--- src/rtl/ct_fspu_fmt_pipe.sv ---
// One-stage FP format pipe: sign injection, FP<->int moves and fclass,
// with NaN-box checking of narrow operands and a valid/ready output stage.
module ct_fspu_fmt_pipe #(
    parameter int EXP_W  = 5,
    parameter int FRAC_W = 10
) (
    input  logic        forever_cpuclk,
    input  logic        cpurst_b,
    input  logic        ex1_vld,
    output logic        ex1_ready,
    input  logic [5:0]  ex1_op,
    input  logic        ex1_scalar,
    input  logic [63:0] ex1_oper0,
    input  logic [63:0] ex1_oper1,
    input  logic [63:0] mtvr_src0,
    input  logic        check_nan,
    input  logic        flush,
    output logic        ex2_vld,
    input  logic        ex2_ready,
    output logic [63:0] ex2_result,
    output logic        ex2_illegal
);

    localparam int W = 1 + EXP_W + FRAC_W;
    // Upper box bits; shifting by 64 leaves an empty mask, so W=64 never reports unboxed.
    localparam logic [63:0] BOX  = {64{1'b1}} << W;
    localparam logic [W-1:0] CNAN = {1'b0, {EXP_W{1'b1}}, 1'b1, {(FRAC_W-1){1'b0}}};

    localparam logic [5:0] OP_FSGNJ  = 6'b000001;
    localparam logic [5:0] OP_FSGNJN = 6'b000010;
    localparam logic [5:0] OP_FSGNJX = 6'b000100;
    localparam logic [5:0] OP_FMVVF  = 6'b001000;
    localparam logic [5:0] OP_FMVFV  = 6'b010000;
    localparam logic [5:0] OP_FCLASS = 6'b100000;

    function automatic logic unboxed(input logic [63:0] x, input logic en);
        return en && ((x & BOX) != BOX);
    endfunction

    logic               accept;
    logic [W-1:0]       op0;
    logic               op1_sign;
    logic [W-1:0]       src;
    logic signed [W-1:0] raw0;
    logic [EXP_W-1:0]   exp0;
    logic [FRAC_W-1:0]  frac0;
    logic               sign0, exp_max, exp_zero, frac_zero;
    logic [9:0]         cls;
    logic [63:0]        res_nxt;
    logic               illegal_nxt;

    assign ex1_ready = !ex2_vld || ex2_ready;
    assign accept    = ex1_vld && ex1_ready && !flush;

    // Canonical NaN has a clear sign bit, so a replaced oper1 contributes sign 0.
    assign op0      = unboxed(ex1_oper0, ex1_scalar) ? CNAN : ex1_oper0[W-1:0];
    assign op1_sign = unboxed(ex1_oper1, ex1_scalar) ? 1'b0 : ex1_oper1[W-1];
    assign src      = unboxed(mtvr_src0, check_nan)  ? CNAN : mtvr_src0[W-1:0];
    assign raw0     = ex1_oper0[W-1:0];

    assign sign0     = op0[W-1];
    assign exp0      = op0[W-2:FRAC_W];
    assign frac0     = op0[FRAC_W-1:0];
    assign exp_max   = &exp0;
    assign exp_zero  = ~|exp0;
    assign frac_zero = ~|frac0;

    always_comb begin
        cls    = '0;
        cls[0] =  sign0 && exp_max && frac_zero;
        cls[1] =  sign0 && !exp_max && !exp_zero;
        cls[2] =  sign0 && exp_zero && !frac_zero;
        cls[3] =  sign0 && exp_zero && frac_zero;
        cls[4] = !sign0 && exp_zero && frac_zero;
        cls[5] = !sign0 && exp_zero && !frac_zero;
        cls[6] = !sign0 && !exp_max && !exp_zero;
        cls[7] = !sign0 && exp_max && frac_zero;
        cls[8] =  exp_max && !frac_zero && !frac0[FRAC_W-1];
        cls[9] =  exp_max && frac0[FRAC_W-1];
    end

    always_comb begin
        res_nxt     = '0;
        illegal_nxt = 1'b0;
        case (ex1_op)
            OP_FSGNJ:  res_nxt = BOX | 64'({op1_sign, op0[W-2:0]});
            OP_FSGNJN: res_nxt = BOX | 64'({~op1_sign, op0[W-2:0]});
            OP_FSGNJX: res_nxt = BOX | 64'({sign0 ^ op1_sign, op0[W-2:0]});
            OP_FMVVF:  res_nxt = BOX | 64'(src);
            OP_FMVFV:  res_nxt = 64'(raw0);
            OP_FCLASS: res_nxt = 64'(cls);
            default:   illegal_nxt = 1'b1;
        endcase
    end

    always_ff @(posedge forever_cpuclk or negedge cpurst_b) begin
        if (!cpurst_b)
            ex2_vld <= 1'b0;
        else if (flush)
            ex2_vld <= 1'b0;
        else if (accept)
            ex2_vld <= 1'b1;
        else if (ex2_ready)
            ex2_vld <= 1'b0;
    end

    always_ff @(posedge forever_cpuclk or negedge cpurst_b) begin
        if (!cpurst_b) begin
            ex2_result  <= '0;
            ex2_illegal <= 1'b0;
        end else if (accept) begin
            ex2_result  <= res_nxt;
            ex2_illegal <= illegal_nxt;
        end
    end

endmodule

--- config.mk ---
export PLATFORM = sky130hd
export DESIGN_NAME = ct_fspu_fmt_pipe
export DESIGN_NICKNAME = d
export VERILOG_FILES = /design/src/rtl/ct_fspu_fmt_pipe.sv
export SDC_FILE = /design/constraint.sdc
export NUM_CORES = 1
export LEC_CHECK = 0
export CORE_AREA = 5 5 103 105
export CTS_CLUSTER_DIAMETER = 30
export CTS_CLUSTER_SIZE = 10
export DETAILED_ROUTE_END_ITERATION = 6
export DIE_AREA = 0 0 108 110
export GPL_TIMING_DRIVEN = 0
export PLACE_DENSITY = 0.79
export SYNTH_ARGS = -nofsm -noshare
export SYNTH_HDL_FRONTEND = slang
export SYNTH_SLANG_ARGS = --single-unit
export TNS_END_PERCENT = 50
--- constraint.sdc ---
create_clock -name forever_cpuclk -period 1.6 [get_ports forever_cpuclk]
set_input_delay 0.32 -clock forever_cpuclk [delete_from_list [all_inputs] [get_ports forever_cpuclk]]
set_output_delay 0.32 -clock forever_cpuclk [all_outputs]
set_load 0.05 [all_outputs]
Word level (Yosys, flattened, before mapping)
Cells that the tools add are included.
Widths: inputs -> output; s select.

storage, ports and cells
  output and inout bits = 67
  logic and storage cells = 57
  flip-flop bits (word level) = 66
  input port bits = 205

cells by class
  eq/ne operators = 9
  mux-type cells = 8
  reduce and logical (&&, ||, !) cells = 35
  bitwise operators = 2

operators with widths
  operator              number
  $pmux 64 s6           1
  $ne 48x48->1 const B  3
  $mux 16               2
  $logic_and 1x1->1     22
  $reduce_or 10->1      1
  $logic_not 1->1       7
  $eq 6x1->1 const B    1
  $eq 6x2->1 const B    1
  $eq 6x3->1 const B    1
  $eq 6x4->1 const B    1
  $eq 6x5->1 const B    1
  $eq 6x6->1 const B    1
  $reduce_or 6->1       1
  $mux 1                5
  $reduce_and 5->1      1
  $reduce_or 5->1       1
  $reduce_bool 3->1     1
  $logic_or 1x1->1      1
  $not 1->1             1
  $xor 1x1->1           1

Longest topological paths before layout
  depth in word-level cells = 8
  depth in mapped cells = 8
  gate-level depth less buffers = 7

Least setup slack after synthesis
No wires, ideal clock.

  kind = register to register
  start = register ex2_vld
  end = register ex2_result[15]
  period minus slack after synthesis = 2.115 ns
  library setup time = 0.133 ns
  path buffers = 0
  cell stages (with the launch flop) = 8
  arrival time = 1.981 ns
  required time = 1.467 ns
  setup slack = -0.515 ns
  cell sequence = dfrtp_1 nor2b_1 inv_2 nand3b_2 a22oi_1 o221ai_2 a2111oi_0 nor2_1

on the way
  word-level cells in the longest chain between the ends = 4

ends and longest elaborated chain
  item                            RTL line  source
  start, declared                 18        output logic ex2_vld,
  start signal, assigned          98        ex2_vld <= 1'b0;
  start signal, assigned          100       ex2_vld <= 1'b0;
  start signal, assigned          102       ex2_vld <= 1'b1;
  $logic_not 1->1                 52        assign ex1_ready = !ex2_vld || ex2_ready;
  $logic_or 1x1->1                52
  named net ex1_ready             10        output logic ex1_ready,
  $logic_and 1x1->1 (2 in a row)  53        assign accept = ex1_vld && ex1_ready && !flush;
  end signal, assigned            112       ex2_result <= res_nxt;
  end, declared                   20        output logic [63:0] ex2_result,

The timed path passes the listed nets, and every way through them passes these cells.
A chain may end at the register's enable or synchronous reset.

==> impl_summary.log <==
[metrics] hold violation total from the final report: 0
[metrics] total instance count after detailed placement: 627
[metrics] synthesized netlist net count: 445
[metrics] most common cell after layout, fill and taps aside: sky130_fd_sc_hd__dlygate4sd2_1
[metrics] final cell count without fillers: 653
[metrics] violated checks: setup timing
[metrics] post-route worst hold slack: 0.325 ns
[metrics] Remaining DRCs: 0
[metrics] Relative slew margins: between 30% and 40%
[metrics] most common flop cell mapped by yosys: sky130_fd_sc_hd__dfrtp_1
[metrics] fraction of synthesis flops using an asynchronous set or reset pin: 100%
[metrics] largest net degree at the start of global routing: 20
[metrics] status: finished with violations
[metrics] number of global-route vias before repair: about 3400
[metrics] first-pass GRT wire length: ~17000 microns
[metrics] total number of H-tree levels: 1
[metrics] area leader, netlist: sky130_fd_sc_hd__dfrtp_1
[metrics] post-route fraction of the period consumed by the critical path: 107%
[metrics] Clock Path Buffers: 2
[metrics] Placed Area: approximately 4800 sq um
[metrics] max-capacitance violation count: 0
[metrics] max-slew violations: 0
[metrics] synthesized area: between 2000 and 2500 sq um
[metrics] Antenna Nets Post-Route: 0
[metrics] P_leak: 2.80 nW
[metrics] number of enable flip-flop cells after synthesis: 0
[metrics] fraction of final layout cells with drive strength greater than 1: 43.3%
[metrics] CTS tree: done
[metrics] worst setup slack after layout: -0.108 ns
[metrics] via count: 3133
[metrics] R2R depth: 7
[metrics] clock net sink count: 19
[metrics] cell-by-cell listing of the critical path: buf_12 -> clkbuf_16 -> buf_6 -> buf_8
[metrics] I/O pin count: 272
[metrics] power density relative to cell area: 642 nW/um^2
[metrics] sequential share of the synthesized area: about a quarter
[metrics] RSZ-0062 raised after global routing: true
[metrics] CP max stage cell: sky130_fd_sc_hd__dfrtp_4
[metrics] clock transition at the register clock pins on the worst setup and hold paths after CTS: 0.08 ns
[metrics] count of final setup violators: 50
[metrics] overflow left after global routing: 0
[metrics] wire length after detailed routing: ~12000 microns
[metrics] Overall Global Routing Usage: 17.7%
[metrics] Die Footprint: 11900 sq um
[metrics] post-synthesis sequential element count: 19
[metrics] Syn Inst Count: 240
[metrics] total CTS buffers: 3
[metrics] diode count: 0
[metrics] Arr. time, crit path: 1.39 ns
[metrics] worst-margin pin slew: 0.942 ns
[metrics] number of warnings issued by yosys: 0
[metrics] Placeable Area: 9550 sq um
[metrics] Distinct cells, synth: 53
[metrics] post-place setup slack: -0.886 ns
[metrics] HP Class: input port to flip-flop
[metrics] final layout net count: roughly 730
[metrics] effective utilization at floorplan: a little over a fifth
[metrics] startpoint types: flip-flop
[metrics] worst IR drop on VDD: between 0.3 and 0.4 mV
[metrics] skew final: 0.00453 ns
[metrics] maximum single-stage delay on the critical path: roughly 0.53 ns
[metrics] Pre-Repair DR Iteration Count: 4
[metrics] crit path kind: flip-flop to output pin
[metrics] final critical-path required period: 1.71 ns
[metrics] area added between synthesis and finish: 170%
[metrics] count of standard-cell rows: 36
[metrics] antenna violations before repair: 0
[metrics] top post-synthesis cells by area: sky130_fd_sc_hd__dfrtp_1 (23%), sky130_fd_sc_hd__buf_4 (17%), sky130_fd_sc_hd__nand4_1 (11%)
[metrics] latest clock arrival within the worst-skew pair: 0.28 ns
[metrics] capturing element type of the critical path: output pin
[metrics] post-synth top area share: 23.4%
[metrics] Max FO, Critical Path: 6
[metrics] Post-Syn Area per Cell: 8.45 sq um
[metrics] post-route cell area: 5480 sq um
[metrics] half-perimeter wire length after detailed placement: 8970 microns
[metrics] DRC marker count from the first detailed-route iteration: 110
[metrics] Chip Height: 110 microns
[metrics] buffer type at the clock tree root: sky130_fd_sc_hd__clkbuf_8
[metrics] count of input and output buffers: 254
[metrics] post-detailed-route wirelength per cell: between 15 and 20 microns
[metrics] number of cells on the worst hold path: 3
[metrics] data required time at the worst endpoint: 1.28 ns
[metrics] width of the die: 108 microns
[metrics] total power: about 3.5 mW
[metrics] final estimated routing congestion in global placement: 0.816
[metrics] via/cell ratio: 4.80
[metrics] upper clock frequency limit: 585 MHz
[metrics] highest-count cells in the layout ignoring fill and taps: sky130_fd_sc_hd__dlygate4sd2_1 (65), sky130_fd_sc_hd__buf_6 (54), sky130_fd_sc_hd__clkbuf_2 (38)
==> area by class of cell <==
type,instances,area [sq um]
fill,845,4070
timing repair buffer,276,2830
multi-input combinational,165,1430
buffer,52,507
sequential,19,480
tap,133,166
clock buffer,3,41.3
inverter,4,20.0
clock inverter,1,7.51
==> report_power, final <==
group	internal, mW	switching [mW]	leakage (nW)
sequential	0.510	0.0226	0.252
clock	0.177	0.205	0.0217
combinational	1.27	1.33	2.52
==> logic make-up after synthesis <==
kind of cell	after synthesis	share of synthesized area, %
and+or+nand+nor	111	35.4
DFF	19	23.4
AOI/OAI and AO/OA	52	20.8
xor gates and xnor gates	2	0.864
buffers and inverters	56	19.5
==> Yosys cell counts (all sizes together), types with 4 or more instances <==
| cell | instances |
|---|---|
| inv | 4 |
| a21oi | 4 |
| buf | 49 |
| dfrtp | 19 |
| a221o | 8 |
| nand3 | 8 |
| o21ai | 13 |
| o211ai | 5 |
| a32o | 8 |
| nor3 | 5 |
| nand4 | 38 |
| nor2 | 17 |
| nand2 | 15 |
| a31oi | 6 |
| nor4 | 12 |
==> routing by layer <==
layer  up-vias  part of all wire (%)  global-route usage, %  routed length, microns
li1       1467                     -                      -                       -
met1      1464                    31                   17.2                    3760
met2       180                    58                   37.2                    7000
met3        22                   8.4                   3.55                    1010
met4         0                   2.0                   5.23                     246
met5         -                     0                      0                       0
==> critical path, delay by kind of cell (launching register included) <==
kind,cells,cell delay [ns]
buf+inv,4,0.57
flops,1,0.53
==> sequential cells by signal, indices dropped and copies added (netlist names) <==
register / cells
ex2_illegal: 1
ex2_result: 17
ex2_vld: 1
==> worst paths after layout <==
kind | to | start | slack (ns)
max in group asynchronous | ex2_result[62] | cpurst_b | 0.35
min in group asynchronous | ex2_result[0] | cpurst_b | 0.56
setup / recovery | ex2_result[59] | ex2_result[62] | -0.11
setup reg to reg | ex2_result[0] | ex2_vld | -0.03
hold / removal | ex2_result[14] | ex1_oper0[14] | 0.33
hold reg to reg | ex2_result[10] | ex2_result[10] | 0.49
==> metrics by stage <==
stage / setup TNS [ns] / util (%)
after floorplan: -1.04 / -
after global placement: -38.46 / 50.0
after detailed placement: -41.96 / 50.0
after CTS: -3.40 / 54.1
after global routing: -5.11 / 57.4
final: -3.38 / 57.4
==> what timing repair did <==
| action | CTS | global route |
|---|---|---|
| setup endpoints to repair | 85 | 63 |
| gates resized for setup | 569 | 199 |
| hold buffers | 0 | 0 |
| pin swaps | 58 | 50 |
| cloned | 4 | 2 |
| hold endpoints to repair | 0 | 0 |
| setup buffers | 12 | 6 |
Power figures use the tool's default switching activity.
